`src/rtl/cond_flags_unit.sv`:
```
// cond_flags_unit
//   Holds the architectural NZCV register, evaluates the instruction's
//   4-bit ARM-style condition against it, and gates the write strobes.
//
// Ports
//   clk, rst_n         clock / async active-low reset
//   instr_valid        instruction present (low = bubble)
//   cond[3:0]          condition field
//   flag_write[1:0]    [1] update N,Z ; [0] update C,V
//   N/Z/C/V_flag       same-cycle flags from the ALU flag generator
//   reg_write_i, mem_write_i, pc_src_i   ungated strobes
//   cond_ex            condition passed (combinational)
//   reg_write_o, mem_write_o, pc_src_o   gated strobes (combinational)
//   flags_q[3:0]       NZCV register {N,Z,C,V}
//   illegal_cond       registered pulse after a valid cond=4'b1111
module cond_flags_unit #(
  parameter logic [3:0] FLAGS_RST = 4'b0000
) (
  input  logic       clk,
  input  logic       rst_n,
  input  logic       instr_valid,
  input  logic [3:0] cond,
  input  logic [1:0] flag_write,
  input  logic       N_flag,
  input  logic       Z_flag,
  input  logic       C_flag,
  input  logic       V_flag,
  input  logic       reg_write_i,
  input  logic       mem_write_i,
  input  logic       pc_src_i,
  output logic       cond_ex,
  output logic       reg_write_o,
  output logic       mem_write_o,
  output logic       pc_src_o,
  output logic [3:0] flags_q,
  output logic       illegal_cond
);

  localparam logic [3:0] COND_NV = 4'b1111;

  logic       n_q, z_q, c_q, v_q;
  logic       cond_pass;
  logic [3:0] flags_d;
  logic       illegal_d;

  assign flags_q = {n_q, z_q, c_q, v_q};

  // Evaluated only against the stored flags; there is no forwarding of
  // the flags arriving this cycle.
  always_comb begin
    cond_pass = 1'b0;
    unique case (cond)
      4'b0000: cond_pass = z_q;
      4'b0001: cond_pass = !z_q;
      4'b0010: cond_pass = c_q;
      4'b0011: cond_pass = !c_q;
      4'b0100: cond_pass = n_q;
      4'b0101: cond_pass = !n_q;
      4'b0110: cond_pass = v_q;
      4'b0111: cond_pass = !v_q;
      4'b1000: cond_pass = c_q && !z_q;
      4'b1001: cond_pass = !c_q || z_q;
      4'b1010: cond_pass = (n_q == v_q);
      4'b1011: cond_pass = (n_q != v_q);
      4'b1100: cond_pass = !z_q && (n_q == v_q);
      4'b1101: cond_pass = z_q || (n_q != v_q);
      4'b1110: cond_pass = 1'b1;
      default: cond_pass = 1'b0;   // 1111 never executes
    endcase
  end

  assign cond_ex     = instr_valid && cond_pass;
  assign reg_write_o = reg_write_i && cond_ex;
  assign mem_write_o = mem_write_i && cond_ex;
  assign pc_src_o    = pc_src_i    && cond_ex;

  // N,Z and C,V halves update independently; cond=1111 never passes, so
  // an illegal instruction cannot touch the flags.
  always_comb begin
    flags_d = flags_q;
    if (cond_ex && flag_write[1]) flags_d[3:2] = {N_flag, Z_flag};
    if (cond_ex && flag_write[0]) flags_d[1:0] = {C_flag, V_flag};
  end

  assign illegal_d = instr_valid && (cond == COND_NV);

  always_ff @(posedge clk or negedge rst_n) begin
    if (!rst_n) begin
      {n_q, z_q, c_q, v_q} <= FLAGS_RST;
      illegal_cond         <= 1'b0;
    end else begin
      {n_q, z_q, c_q, v_q} <= flags_d;
      illegal_cond         <= illegal_d;
    end
  end

endmodule

```
`config.mk`:
```
export PLATFORM = sky130hd
export DESIGN_NAME = cond_flags_unit
export DESIGN_NICKNAME = d
export VERILOG_FILES = /design/src/rtl/cond_flags_unit.sv
export SDC_FILE = /design/constraint.sdc
export NUM_CORES = 1
export LEC_CHECK = 0
export ABC_AREA = 1
export BUFFER_PORTS_ARGS = -buffer_cell sky130_fd_sc_hd__buf_4
export CAP_MARGIN = 10
export CORE_AREA = 5 5 42 44
export DETAILED_ROUTE_END_ITERATION = 16
export DIE_AREA = 0 0 47 49
export HOLD_SLACK_MARGIN = 0.15
export PLACE_DENSITY = 0.67
export SETUP_SLACK_MARGIN = 0.4
export SLEW_MARGIN = 20
export SYNTH_ARGS = -nofsm -noshare
export SYNTH_HDL_FRONTEND = slang
export SYNTH_SLANG_ARGS = --single-unit
```
`constraint.sdc`:
```
create_clock -name clk -period 1.6 [get_ports clk]
set_clock_uncertainty 0.15 [all_clocks]
set_input_delay 0.08 -clock clk [delete_from_list [all_inputs] [get_ports clk]]
set_output_delay 0.08 -clock clk [all_outputs]
set_load 0.02 [all_outputs]
```
After elaboration in Yosys (flattened, before gate mapping)
Index checks and enable logic that the tools add are counted.
{"block": "word_totals", "out_inout_bits": 9, "word_cells": 39, "regBits": 5, "inputBits": 16}
{"block": "op_classes", "eq_ne": 17, "mux": 1, "reduce_logical": 16}
{"op": "equality test 4 bit, second input constant", "count": 8}
{"op": "equality test 4 x 3 -> 1 bit, second input constant", "count": 4}
{"op": "one-hot mux 1 bit (15 select lines)", "count": 1}
{"op": "logical AND 1 bit", "count": 9}
{"op": "equality test 4 x 2 -> 1 bit, second input constant", "count": 2}
{"op": "equality test 4 x 1 -> 1 bit, second input constant", "count": 1}
{"op": "zero test 1 bit", "count": 4}
{"op": "zero test 4 bit", "count": 1}
{"op": "logical OR 1 bit", "count": 2}
{"op": "equality test 1 bit", "count": 1}
{"op": "inequality test 1 bit", "count": 1}

Longest topological paths before layout
{"block": "logic_depth", "word_depth": 5, "ltp_mapped": 12, "depth_no_buf": 12}

Worst setup path before layout
OpenSTA, ideal clock, no wires.
{"block": "synth_path", "path_kind": "reg2out", "from": "reg v_q", "to": "out mem_write_o", "arrival_ps": 1320, "slack_ps": 50, "stages_incl_launch_ff": 12, "cell_sequence": "dfrtp_1 > inv_1 > nand2_1 > nand2_1 > nand2_1 > nand2_1 > nand2_1 > nand2_1 > nor2_2 > nand2_2 > nand2_2 > nor2_1"}
{"block": "synth_between", "elab_chain_len": 5, "word_cells_on_any_way": 8}
{"item": "from (decl)", "line": "41", "text": "logic n_q, z_q, c_q, v_q;"}
{"item": "from (signal assigned)", "line": "92", "text": "{n_q, z_q, c_q, v_q} <= flags_d;"}
{"item": "inequality test 1 bit / equality test 1 bit (equally long branches)"}
{"item": "logical OR 1 bit / logical AND 1 bit (equally long branches)", "line": "66, 65"}
{"item": "one-hot mux 1 bit (15 select lines) *", "line": "52", "text": "unique case (cond)"}
{"item": "logical AND 1 bit *", "line": "72", "text": "assign cond_ex = instr_valid && cond_pass;"}
{"item": "logical AND 1 bit *", "line": "74", "text": "assign mem_write_o = mem_write_i && cond_ex;"}
{"item": "to (decl)", "line": "33", "text": "output logic mem_write_o,"}
Mark *: on every way between the ends. The rest lies on a longest branch, timed or not.

Worst setup path after layout
{"block": "layout_path", "from": "reg n_q", "to": "out mem_write_o"}
{"block": "layout_between", "elab_chain_len": 5, "word_cells_on_any_way": 8}
{"item": "from (decl)", "line": "41"}
{"item": "from (signal assigned)", "line": "92"}
{"item": "inequality test 1 bit / equality test 1 bit (equally long branches)"}
{"item": "logical OR 1 bit / logical AND 1 bit (equally long branches)", "line": "66, 65"}
{"item": "one-hot mux 1 bit (15 select lines) *", "line": "52"}
{"item": "logical AND 1 bit *", "line": "72"}
{"item": "logical AND 1 bit *", "line": "74"}
Marks and branches as above.

==> run metrics <==
non-filler cells, final=138; syn_nets=98; register area share after synthesis=0.256; gpl congestion=0.815; WHS=339 ps; CTS tree=built; Initial DRC Count=11; routed len/inst=11.3 um; IO buf count=24; Area Growth Syn to Fin=81.8%; Root Driver=clkbuf_4; violated checks=setup timing; Avg Inst Size Synth=5.95 um^2; Synth async-reset ratio=1.00; H-tree lvl count=1; Slew @ Worst Pin=291 ps; Ports=25; CP Launch Type=register; Slew HR=0.805; Residual DRC=0; Hold Path Cell Cnt=4; Cells after Synth=82; Hold/Removal Path Class=in -> out; Reg clk slew, reported paths=40 ps; All-Layer GR Usage=0.145; largest net degree at the start of global routing=8; Die Wd=47 um; vias per cell=4.70; number of global-route vias before repair=648; share of cells above drive strength 1=0.410; clk sinks=5; Inst Count DP=120; Cell Area, Synth=488 um^2; Worst Path Max Fanout=4; final worst slack=-179 ps; Max Slew Vio Count=0; total CTS buffers=3; Yosys cell types=16; register area=125 um^2; clock tree buffer depth=2; footprint of the multi-input gates=320 um^2; Tcrit/Tclk final=1.11; Final HPWL DP=1160 um; Vias=649; Crit path required time=1370 ps; ys flop type=dfrtp_1; Worst-Skew Late Latency=240 ps; top-count cell post-synth=nand2_1; Antenna Nets Post-Route=0; final hold vios=0; Fmax=562 MHz; YS warnings=0; Final min period=1780 ps; Post-synth EDFFs=0; Synth area leaders=dfrtp_1 26%, nand2_1 21%, inv_1 8.5%; final setup vio count=7; largest area contributor in the netlist=dfrtp_1; critical path endpoint category=output pin; Overall Power=1.04 mW; Initial Util=0.348; antenna violations before repair=0; top-area cell type share of the netlist area=0.256; Post-synth top cells=27 x nand2_1, 11 x inv_1, 9 x nor2_1, 8 x nand3_1, 5 x dfrtp_1; FF+latch count, synth=5; Chip Height=49 um; Arr. time, crit path=1550 ps; ANT cells=0; global-route wire length before repair=2440 um; RSZ-0062 raised after global routing=true; Worst R2R Path Depth=13; row count=14; total grt overflow=0; # fillers=127; Core Region=1400 um^2; die area=2300 um^2; pwr dens=1170 nW/um^2; nets=139; max cap viols=0; DR pass1 iterations=4; DRT Wirelength=1560 um; outcome=finished with violations; Lkg Pwr=0.479 nW; Crit Path Category=reg -> out; worst vdd ir=0.593 mV
registers in the layout (all words and copies together) (netlist names):
signal and flops:
c_q 1, illegal_cond 1, n_q 1, v_q 1
z_q 1
cell type report:
type,count,area share
Clock buffer,4,0.0296
Inverter,12,0.0508
Multi-Input combinational cell,60,0.361
Sequential cell,5,0.141
Tap cell,16,0.0226
Timing Repair Buffer,41,0.395
metrics by stage:
step           utilization  setup TNS (ps)  setup slack, ps  area [um^2]
2_1_floorplan            -               0              131          515
3_3_place_gp         0.502               0             39.7          703
3_5_place_dp         0.502           -11.2            -6.18          703
4_1_cts              0.615            -977             -192          862
5_1_grt              0.633           -1720             -279          887
6_report             0.633            -864             -179          887
logic make-up after synthesis:
logic type / Yosys count / share of synthesized area
AOI/OAI and AO/OA: 2 / 0.0205
buffers and inverters: 17 / 0.164
DFF: 5 / 0.256
and+or+nand+nor: 58 / 0.559
report_power, final:
| part | total, mW | internal, mW | switching (mW) |
|---|---|---|---|
| sequential | 0.234 | 0.176 | 0.0578 |
| combinational | 0.661 | 0.313 | 0.347 |
| clock | 0.145 | 0.0942 | 0.0507 |
final timing paths:
path	from	to	slack, ps
worst max register to register	n_q	c_q	-80
worst min-delay path	mem_write_i	mem_write_o	340
worst min register to register	z_q	z_q	410
worst max-delay path	n_q	mem_write_o	-180
max in group asynchronous	rst_n	c_q	480
min in group asynchronous	rst_n	illegal_cond	620
per-layer routing:
layer,wire length [um],part of all wire,global-route usage,vias up
met5,0,0,0,-
met4,31,0.020,0.0737,0
met3,155,0.099,0.0627,4
met2,781,0.50,0.249,30
met1,594,0.38,0.140,280
li1,-,-,-,335
timing repair:
action,CTS,global route
resized for setup,4,6
hold endpoints to repair,10,0
pin swaps,0,2
buffers inserted,1,2
endpoints found under the setup margin,8,9
hold buffers,11,0
placed cells by master, fill, tap and decap left out:
cell,n
buf_4,26
nand2_1,23
dlygate4sd3_1,11
inv_1,8
nand3_1,8
nor2_1,6
nand2_2,6
dfrtp_1,5
inv_2,4
nand4_1,4
buf_6,4
nor2_4,3
clkbuf_4,3
nand3b_1,2
a21oi_1,2
nand3_2,2
nor3_1,1
nor2_2,1
nand2_4,1
nor3b_1,1
clkbuf_1,1
critical path, cell delays in order, from the launching register on:
cell     delay (ps)
dfrtp_1         420
inv_2            80
nand2_2          60
nand2_2          80
nand2_2          50
nand2_1          50
nand2_1          50
nand2_1          70
nor2_2           40
nand2_2          80
nand2_4          90
nor2_4          120
buf_6           120
Power figures use the tool's default switching activity.
